## config.mk

```make
export PLATFORM = sky130hd
export DESIGN_NAME = fetch_unit_flat
export DESIGN_NICKNAME = d
export VERILOG_FILES = /design/src/rtl/fetch_unit_if.sv /design/src/rtl/fetch_unit.sv /design/src/flat_wrapper.sv
export SDC_FILE = /design/constraint.sdc
export NUM_CORES = 1
export LEC_CHECK = 0
export BUFFER_PORTS_ARGS = -buffer_cell sky130_fd_sc_hd__buf_2
export CORE_MARGIN = 1
export CORE_UTILIZATION = 35
export DETAILED_ROUTE_END_ITERATION = 16
export PLACE_DENSITY_LB_ADDON = 0.12
export SETUP_SLACK_MARGIN = 0.02
export SLEW_MARGIN = 40
export SYNTH_ARGS = -nofsm -noshare
export SYNTH_HDL_FRONTEND = slang
export SYNTH_SLANG_ARGS = --single-unit
```

## constraint.sdc

```tcl
create_clock -name clk -period 3.5 [get_ports clk]
set_clock_uncertainty 0.15 [all_clocks]
set_input_delay 0.525 -clock clk [delete_from_list [all_inputs] [get_ports clk]]
set_output_delay 0.525 -clock clk [all_outputs]
set_load 0.02 [all_outputs]
```

## src/rtl/fetch_unit_if.sv

```systemverilog
// Fetch-stage signal bundle: instruction memory, decoder handshake, redirect and halt.
// Build option FETCH_PERF_EN adds the perf_fetched/perf_stall counters to the bundle.
interface fetch_unit_if #(
  parameter int PC_W = 8
);
  logic            imem_req;
  logic [PC_W-1:0] imem_addr;
  logic            imem_ack;
  logic [15:0]     imem_data;
  logic [15:0]     instr;
  logic [PC_W-1:0] instr_pc;
  logic            instr_valid;
  logic            instr_ready;
  logic            redirect;
  logic [PC_W-1:0] redirect_pc;
  logic            halt;
  logic            halted;
`ifdef FETCH_PERF_EN
  logic [15:0]     perf_fetched;
  logic [15:0]     perf_stall;

  modport master (
    output imem_req, imem_addr, instr, instr_pc, instr_valid, halted, perf_fetched, perf_stall,
    input  imem_ack, imem_data, instr_ready, redirect, redirect_pc, halt
  );
  modport slave (
    input  imem_req, imem_addr, instr, instr_pc, instr_valid, halted, perf_fetched, perf_stall,
    output imem_ack, imem_data, instr_ready, redirect, redirect_pc, halt
  );
`else
  modport master (
    output imem_req, imem_addr, instr, instr_pc, instr_valid, halted,
    input  imem_ack, imem_data, instr_ready, redirect, redirect_pc, halt
  );
  modport slave (
    input  imem_req, imem_addr, instr, instr_pc, instr_valid, halted,
    output imem_ack, imem_data, instr_ready, redirect, redirect_pc, halt
  );
`endif
endinterface

```

## src/rtl/fetch_unit.sv

```systemverilog
// Instruction fetch stage: PC, imem req/ack, small instruction buffer, redirect/halt.
// Build option FETCH_PERF_EN adds pop and stall performance counters.
module fetch_unit #(
  parameter int PC_W      = 8,
  parameter int BUF_DEPTH = 2
) (
  input  logic         clk,
  input  logic         rst,
  fetch_unit_if.master bus
);

  typedef enum logic [0:0] {ST_RUN = 1'b0, ST_HALT = 1'b1} state_t;

  localparam logic [2:0] DEPTH = 3'(BUF_DEPTH);

  function automatic logic [1:0] ptr_inc(input logic [1:0] p);
    return (p == 2'(BUF_DEPTH - 1)) ? 2'd0 : p + 2'd1;
  endfunction

  state_t          r_state;
  logic [PC_W-1:0] r_pc;
  logic [2:0]      r_count;
  logic [1:0]      r_rd;
  logic [1:0]      r_wr;
  logic [15:0]     r_data [0:3];
  logic [PC_W-1:0] r_pcs  [0:3];
  logic [15:0]     r_instr;
  logic [PC_W-1:0] r_instr_pc;
  logic            r_valid;
  logic            r_halted;

  logic            w_req;
  logic            w_push;
  logic            w_pop;
  logic [1:0]      w_rd_next;
  logic [2:0]      w_count_next;
  logic [2:0]      w_remain;
  logic [15:0]     w_head_data;
  logic [PC_W-1:0] w_head_pc;

  always_comb begin
    w_req        = 1'b0;
    w_head_data  = 16'h0000;
    w_head_pc    = '0;
    if (!rst && (r_state == ST_RUN) && (r_count < DEPTH) && !bus.redirect && !bus.halt) begin
      w_req = 1'b1;
    end else begin
      w_req = 1'b0;
    end
    w_push       = w_req && bus.imem_ack;
    w_pop        = r_valid && bus.instr_ready;
    w_rd_next    = w_pop ? ptr_inc(r_rd) : r_rd;
    w_count_next = r_count + {2'b00, w_push} - {2'b00, w_pop};
    // Entries surviving from before this cycle; if none, the new head is the word being pushed.
    w_remain     = r_count - {2'b00, w_pop};
    if (w_remain == 3'd0) begin
      w_head_data = bus.imem_data;
      w_head_pc   = r_pc;
    end else begin
      w_head_data = r_data[w_rd_next];
      w_head_pc   = r_pcs[w_rd_next];
    end
  end

  always_ff @(posedge clk) begin
    if (rst) begin
      r_state    <= ST_RUN;
      r_pc       <= '0;
      r_count    <= 3'd0;
      r_rd       <= 2'd0;
      r_wr       <= 2'd0;
      r_instr    <= 16'h0000;
      r_instr_pc <= '0;
      r_valid    <= 1'b0;
      r_halted   <= 1'b0;
      for (int i = 0; i < 4; i++) begin
        r_data[i] <= 16'h0000;
        r_pcs[i]  <= '0;
      end
    end else if (r_state == ST_HALT) begin
      r_valid  <= 1'b0;
      r_halted <= 1'b1;
    end else if (bus.halt) begin
      r_state  <= ST_HALT;
      r_halted <= 1'b1;
      r_count  <= 3'd0;
      r_rd     <= 2'd0;
      r_wr     <= 2'd0;
      r_valid  <= 1'b0;
    end else if (bus.redirect) begin
      r_pc    <= bus.redirect_pc;
      r_count <= 3'd0;
      r_rd    <= 2'd0;
      r_wr    <= 2'd0;
      r_valid <= 1'b0;
    end else begin
      if (w_push) begin
        r_data[r_wr] <= bus.imem_data;
        r_pcs[r_wr]  <= r_pc;
        r_wr         <= ptr_inc(r_wr);
        r_pc         <= r_pc + 1'b1;
      end
      r_rd    <= w_rd_next;
      r_count <= w_count_next;
      // An empty buffer keeps the last instr/instr_pc on the outputs.
      if (w_count_next != 3'd0) begin
        r_instr    <= w_head_data;
        r_instr_pc <= w_head_pc;
        r_valid    <= 1'b1;
      end else begin
        r_valid    <= 1'b0;
      end
    end
  end

  assign bus.imem_req    = w_req;
  assign bus.imem_addr   = r_pc;
  assign bus.instr       = r_instr;
  assign bus.instr_pc    = r_instr_pc;
  assign bus.instr_valid = r_valid;
  assign bus.halted      = r_halted;

`ifdef FETCH_PERF_EN
  logic [15:0] r_perf_fetched;
  logic [15:0] r_perf_stall;

  always_ff @(posedge clk) begin
    if (rst) begin
      r_perf_fetched <= 16'h0000;
      r_perf_stall   <= 16'h0000;
    end else if (r_state == ST_RUN) begin
      if (w_pop) begin
        r_perf_fetched <= r_perf_fetched + 16'h0001;
      end else begin
        r_perf_fetched <= r_perf_fetched;
      end
      if (r_valid && !bus.instr_ready) begin
        r_perf_stall <= r_perf_stall + 16'h0001;
      end else begin
        r_perf_stall <= r_perf_stall;
      end
    end else begin
      r_perf_fetched <= r_perf_fetched;
      r_perf_stall   <= r_perf_stall;
    end
  end

  assign bus.perf_fetched = r_perf_fetched;
  assign bus.perf_stall   = r_perf_stall;
`endif

endmodule

```

## src/flat_wrapper.sv

```systemverilog
// flat-port wrapper written by rule: the top's interface ports become plain ports
module fetch_unit_flat 
#(
  parameter int PC_W      = 8,
  parameter int BUF_DEPTH = 2
)
  (clk, rst, bus_imem_req, bus_imem_addr, bus_instr, bus_instr_pc, bus_instr_valid, bus_halted, bus_imem_ack, bus_imem_data, bus_instr_ready, bus_redirect, bus_redirect_pc, bus_halt);
  fetch_unit_if #(.PC_W(PC_W)) bus_i ();
  input  logic clk;
  input  logic rst;
  output wire logic [$bits(bus_i.imem_req)-1:0] bus_imem_req;
  output wire logic [$bits(bus_i.imem_addr)-1:0] bus_imem_addr;
  output wire logic [$bits(bus_i.instr)-1:0] bus_instr;
  output wire logic [$bits(bus_i.instr_pc)-1:0] bus_instr_pc;
  output wire logic [$bits(bus_i.instr_valid)-1:0] bus_instr_valid;
  output wire logic [$bits(bus_i.halted)-1:0] bus_halted;
  input wire logic [$bits(bus_i.imem_ack)-1:0] bus_imem_ack;
  input wire logic [$bits(bus_i.imem_data)-1:0] bus_imem_data;
  input wire logic [$bits(bus_i.instr_ready)-1:0] bus_instr_ready;
  input wire logic [$bits(bus_i.redirect)-1:0] bus_redirect;
  input wire logic [$bits(bus_i.redirect_pc)-1:0] bus_redirect_pc;
  input wire logic [$bits(bus_i.halt)-1:0] bus_halt;
  assign bus_imem_req = bus_i.imem_req;
  assign bus_imem_addr = bus_i.imem_addr;
  assign bus_instr = bus_i.instr;
  assign bus_instr_pc = bus_i.instr_pc;
  assign bus_instr_valid = bus_i.instr_valid;
  assign bus_halted = bus_i.halted;
  assign bus_i.imem_ack = bus_imem_ack;
  assign bus_i.imem_data = bus_imem_data;
  assign bus_i.instr_ready = bus_instr_ready;
  assign bus_i.redirect = bus_redirect;
  assign bus_i.redirect_pc = bus_redirect_pc;
  assign bus_i.halt = bus_halt;
  fetch_unit #(.PC_W(PC_W), .BUF_DEPTH(BUF_DEPTH)) u_core (.clk(clk), .rst(rst), .bus(bus_i));
endmodule
```

==> results.py, run 1 <==
metrics = {
    "synth": {
        "syn_area_sq_um": 7365,
        "synth_top_area_cell": "edfxtp_1",
        "synth_area_leaders": "edfxtp_1 (39%), dfxtp_1 (11%), and2_1 (6.1%)",
        "ys_types": 49,
        "syn_inst": 743,
        "synthXorXnorAreaFrac": 0.002379,
        "synthAdderAreaFrac": 0.01291,
        "synthMuxAreaShare": 0.002718,
        "syn_avg_cell_area_sq_um": 9.912,
        "synth_ff_type": "edfxtp_1",
        "ys_seq_elements": 138,
        "async_flop_share": 0,
        "yosysSeqAreaShare": 0.5056,
        "synth-compound-area-share": 0.1668,
        "synth_top_family_by_area": "simple AND/OR/NAND/NOR gates",
        "synthSimpleGateAreaFrac": 0.2613,
        "synth_warnings": 0,
        "synth_nets": 780,
        "synthDominantCellAreaShare": 0.3914,
        "synth-edff-count": 96,
    },
    "finish": {
        "diodes": 0,
        "mostFrequentLayoutCells": "nand2_1 (102), edfxtp_1 (96), and2_1 (72)",
        "final_area_sq_um": 8558,
        "area_growth_pct": 16.21,
        "fin_util": 0.4189,
        "drive_above_1_share": 0.1925,
        "final_nets": 824,
        "ff_latch_area_sq_um": 3725,
        "multiInputGateArea_sq_um": 3299,
        "mostFrequentLayoutCell": "nand2_1",
        "fillers": 1950,
    },
    "placement": {
        "gp_congestion": 0.7136,
        "placed_area_sq_um": 7936,
        "post-dp-hpwl_microns": 11800,
        "port_buffers": 64,
        "place_ws_ns": 0.3732,
    },
    "run": {
        "drv_cap": 0,
    },
    "clock_network": {
        "ctsHoldBuffers": 0,
        "path_clk_slew_ns": 0.06,
        "clock_path_buffers": 2,
        "cts_sinks": 138,
        "cts_root_buf": "clkbuf_16",
        "postCtsSetupRepairBufs": 0,
        "tritoncts": "done",
        "cts-resized-gates": 0,
        "numCtsBuffers": 17,
        "clkLatencyLatePin_ns": 0.43,
        "htree_num_levels": 4,
    },
    "detailed_routing": {
        "drtAntennaViolNets": 0,
        "drc_errors": 0,
        "viasPerCell": 5.356,
        "wire_per_inst_microns": 19.27,
        "dr.pass1.iters": 4,
        "totalWireLength_microns": 20620,
        "first_iter_violations": 413,
        "vias": 5731,
    },
    "grt": {
        "grt_max_degree": 98,
        "antenna_found_initial": 0,
        "grt_pass1_wl_microns": 32280,
        "grt_pass1_vias": 5750,
        "grt-ovfl-total": 0,
        "track_usage": 0.1983,
    },
    "timing": {
        "fmax_ghz": 0.3289,
        "rsz0062_at_grt": "false",
        "finalHoldViolations": 0,
        "min_period_over_period": 0.8688,
        "tightest_slew_ns": 0.7199,
        "slew_violations": 0,
        "setup_viol": 0,
        "fin_ws_ns": 0.4591,
        "slew_headroom": 0.5201,
        "period_needed_ns": 3.041,
    },
    "floorplanning": {
        "start_util": 0.3605,
        "rows": 52,
        "fp.coreArea_sq_um": 20430,
        "pin_count": 65,
        "dieArea_sq_um": 21630,
        "dieWidth_microns": 147.1,
        "fp.dieH_microns": 147.1,
    },
    "worst_setup_path": {
        "path_class": "register to register",
        "cp-end-kind": "register",
        "required_ns": 3.71,
        "arrival_ns": 3.25,
        "critPathLaunchType": "register",
        "path_max_fanout": 14,
    },
    "hold_path": {
        "hold_path.class": "input port to register",
    },
    "outcome": {
        "status": "finished clean",
    },
    "power": {
        "power_density_nw_per_um2": 455.7,
        "ir_drop_mv": 0.3104,
        "leakagePower_uw": 0.003196,
    },
}
-- final cells by class --
cell class | count | share of cell area
Clock buffer | 24 | 0.06374
Inverter | 10 | 0.004386
Tap cell | 270 | 0.03947
Multi-Input combinational cell | 531 | 0.3855
Clock inverter | 8 | 0.008918
Timing Repair Buffer | 89 | 0.06272
Sequential cell | 138 | 0.4352
-- report_power, final --
group	total [uW]	switching (uW)	internal, uW
clock network	1870	704	1160
logic	203	132	71.3
registers	1830	36.7	1790
total	3900	873	3030
-- kinds of logic (layout without fill, tap and decap cells) --
| family | after synthesis | after routing |
|---|---|---|
| fa+ha+maj | 7 | 7 |
| buf+inv | 74 | 131 |
| mux | 2 | 2 |
| simple gates | 345 | 345 |
| compound gates | 175 | 175 |
| xor+xnor | 2 | 2 |
| flops | 138 | 138 |
-- cells in the mapped netlist (all sizes together) (25+ instances only) --
cell type and number:
nor2 25, nand3b 25, nand2b 26, nand2 104, and3 25, dfxtp 42
edfxtp 96, a21oi 30, clkbuf 45, and2 72, o21ai 54, nor4 25
-- path summary, 6_finish.rpt --
path	to	startpoint	cells after the start	slack, ns
worst max-delay path	u_core.bus.instr[8]	u_core.r_count[1]	13	0.46
worst min-delay path	u_core.bus.imem_addr[0]	bus_redirect_pc[0]	3	0.22
worst max register to register	u_core.bus.instr[8]	u_core.r_count[1]	13	0.46
worst min register to register	u_core.bus.instr[1]	u_core.bus.instr[1]	1	0.31
-- worst max-delay path, cell delays in order (launching register included) --
cell       delay, ns
dfxtp_1         0.34
inv_1           0.12
ha_1            0.21
and3b_1         0.19
and2_1          0.20
ha_1            0.18
inv_1           0.05
fa_1            0.37
xor2_1          0.20
nor3b_2         0.30
nor2_1          0.09
nor2_2          0.11
buf_4           0.33
o2bb2ai_2       0.13
-- per-stage QoR --
step	total power [uW]	instances	TNS, ns	hold WS, ns
6_report	3900	1070	0	0.2233
5_1_grt	4020	1070	0	0.2237
4_1_cts	3932	1070	0	0.2088
3_5_place_dp	2070	1038	0	0.2915
3_3_place_gp	2063	1036	-0.04818	0.2922
2_1_floorplan	1973	743	0	0.3333
-- registers in the layout, indices dropped and copies added, names as in the netlist --
name                    cells
u_core.bus.instr_pc         8
u_core.r_pcs               32
u_core.r_data              64
u_core.bus.instr           16
u_core.r_wr                 2
u_core.r_rd                 2
u_core.bus.imem_addr        8
u_core.r_count              3
u_core.bus.instr_valid      1
u_core.r_state              1
u_core.bus.halted           1
-- per-layer routing --
| layer | share of wire | wire [microns] | GRT usage |
|---|---|---|---|
| met3 | 0.042 | 869 | 0.03913 |
| met4 | 0.013 | 263 | 0.05979 |
| met1 | 0.46 | 9492 | 0.2640 |
| met2 | 0.48 | 9996 | 0.3248 |
| met5 | 0 | 0 | 0 |
Power figures use the tool's default switching activity.
==> run 2: changes to the inputs <==
--- a/config.mk
+++ b/config.mk
@@ -10,6 +10,7 @@
 export CORE_UTILIZATION = 35
 export DETAILED_ROUTE_END_ITERATION = 16
 export PLACE_DENSITY_LB_ADDON = 0.12
+export RECOVER_POWER = 100
 export SETUP_SLACK_MARGIN = 0.02
 export SLEW_MARGIN = 40
 export SYNTH_ARGS = -nofsm -noshare
==> results.py, run 2 (synthesized netlist as in run 1, its figures left out) <==
metrics = {
    "worst_setup_path": {
        "critPathSlowestCell": "clkbuf_1",
        "cp_top_family": "buffers and inverters",
        "path_buf_inv": 3,
        "path_max_fanout": 24,
        "rrSetupSlack_ns": 0.37,
        "endpoint": "u_core.r_data[0][10]",
        "reg2reg_to": "u_core.r_data[0][10]",
        "startpoint": "u_core.r_count[1]",
        "reg2regPathDepth": 8,
        "cp.depth": 8,
        "crit_top_cell": "clkbuf_1",
        "crit_chain": "inv_1, ha_1, and3b_1, and2_0, clkbuf_1, nor3b_1, clkbuf_1, and2_1",
        "arrival_ns": 3.26,
        "critPathLaunchType": "register",
        "cp-end-kind": "register",
        "slowest_delay_ns": 1.00,
        "r2r_start": "u_core.r_count[1]",
        "required_ns": 3.63,
        "path_class": "register to register",
    },
    "clock_network": {
        "postCtsSetupRepairBufs": 0,
        "htree_num_levels": 4,
        "path_clk_slew_ns": 0.06,
        "tritoncts": "done",
        "ctsHoldBuffers": 0,
        "cts_root_buf": "clkbuf_16",
        "clkLatencyLatePin_ns": 0.42,
        "clock_path_buffers": 2,
        "cts-resized-gates": 0,
        "numCtsBuffers": 17,
        "cts_sinks": 138,
    },
    "floorplanning": {
        "rows": 52,
        "start_util": 0.3605,
        "fp.coreArea_sq_um": 20430,
        "pin_count": 65,
        "dieArea_sq_um": 21630,
        "fp.dieH_microns": 147.1,
        "dieWidth_microns": 147.1,
    },
    "finish": {
        "top_register": "u_core.r_data",
        "fin_util": 0.4103,
        "final_area_sq_um": 8382,
        "mostFrequentLayoutCells": "nand2_1 (103), edfxtp_1 (96), and2_1 (47)",
        "mostFrequentLayoutCell": "nand2_1",
        "fillers": 2005,
        "largest_reg_flops": 64,
        "final_nets": 824,
        "drive_above_1_share": 0.1213,
        "diodes": 0,
        "area_growth_pct": 13.81,
    },
    "grt": {
        "grt_pass1_wl_microns": 32280,
        "grt_pass1_vias": 5750,
        "grt-ovfl-total": 0,
        "grt_max_degree": 98,
        "track_usage": 0.1983,
        "met2_usage": 0.3248,
        "globalRoute.busiestLayer": "met2",
        "globalRouteMet3Util": 0.03913,
        "grtUsageMet1": 0.2640,
        "antenna_found_initial": 0,
    },
    "timing": {
        "tightest_slew_ns": 1.453,
        "setup_viol": 0,
        "slew_violations": 0,
        "period_needed_ns": 3.128,
        "rsz0062_at_grt": "false",
        "fin_tns_setup_ns": 0,
        "fmax_ghz": 0.3197,
        "min_period_over_period": 0.8936,
        "slew_headroom": 0.03160,
        "holdWs_ns": 0.2265,
        "finalHoldViolations": 0,
    },
    "placement": {
        "port_buffers": 64,
        "post-dp-hpwl_microns": 11800,
        "gp_congestion": 0.7136,
        "placed_area_sq_um": 7936,
    },
    "power": {
        "leakagePower_uw": 0.002966,
        "switching_share": 0.2236,
        "intPower_uw": 3022,
        "power_density_nw_per_um2": 464.4,
        "comb_power_share": 0.050,
        "power_frac_clock": 0.479,
        "seqPwrFrac": 0.470,
        "ir_drop_mv": 0.3071,
        "switching_power_uw": 870.2,
    },
    "outcome": {
        "status": "finished clean",
    },
    "detailed_routing": {
        "drtAntennaViolNets": 0,
        "first_iter_violations": 425,
        "wire_per_inst_microns": 19.20,
        "dr.pass1.iters": 5,
        "drc_errors": 0,
        "viasPerCell": 5.386,
        "totalWireLength_microns": 20550,
        "vias": 5763,
    },
    "run": {
        "drv_cap": 0,
    },
    "hold_path": {
        "hold_path.class": "input port to register",
    },
}
-- run 2: cell types whose count changed in the layout (fill, tap and decap cells not counted), sizes merged --
cell | before | now
buf | 89 | 46
clkbuf | 24 | 67
-- run 2: how the worst min path moves through the flow --
stage,cells after the start,slack (ns),endpoint,start
3_3_place_gp,1,0.29,u_core.bus.instr[1],u_core.bus.instr[1]
2_1_floorplan,2,0.33,u_core.r_count[0],u_core.r_count[0]
5_1_grt,3,0.22,u_core.bus.imem_addr[0],bus_redirect_pc[0]
4_1_cts,3,0.21,u_core.bus.imem_addr[0],bus_redirect_pc[0]
6_report,3,0.23,u_core.bus.imem_addr[0],bus_redirect_pc[0]
3_5_place_dp,1,0.29,u_core.bus.instr[1],u_core.bus.instr[1]
-- run 2: stage by stage --
step	cells	total power (uW)	worst slack, ns
finish	1070	3892	0.3723
global route	1070	4013	0.1469
CTS	1070	3932	0.4820
detailed placement	1038	2070	0.3732
global placement	1036	2063	-0.01459
floorplan	743	1973	0.2151
-- run 2: area by class of cell --
class                           instances  area [sq um]  area share
Clock buffer                           24         545.5     0.06508
Clock inverter                          8         76.32    0.009106
Inverter                               10         37.54    0.004478
Multi-Input combinational cell        531          3193      0.3810
Sequential cell                       138          3725      0.4444
Tap cell                              270         337.8     0.04030
Timing Repair Buffer                   89         466.7     0.05568
-- run 2: power groups by stage --
stage | clock (uW) | combinational, uW | sequential, uW
global placement | 0 | 201 | 1860
finish | 1870 | 196 | 1830
detailed placement | 0 | 205 | 1870
floorplan | 0 | 114 | 1860
CTS | 1900 | 206 | 1830
global route | 1960 | 216 | 1840
-- run 2: tightest hold or removal path, delay by kind of cell --
| kind | cells | cell delay, ns |
|---|---|---|
| buffers and inverters | 1 | 0.09 |
| AND/OR/NAND/NOR | 1 | 0.07 |
| AO/OA/AOI/OAI | 1 | 0.06 |
-- run 2: routing by layer --
metal  vias to the layer above  routed length (microns)
met5                         -                        0
met4                         0                      256
met3                        26                      882
met2                       166                     9922
met1                      2835                     9487
li1                       2736                        -
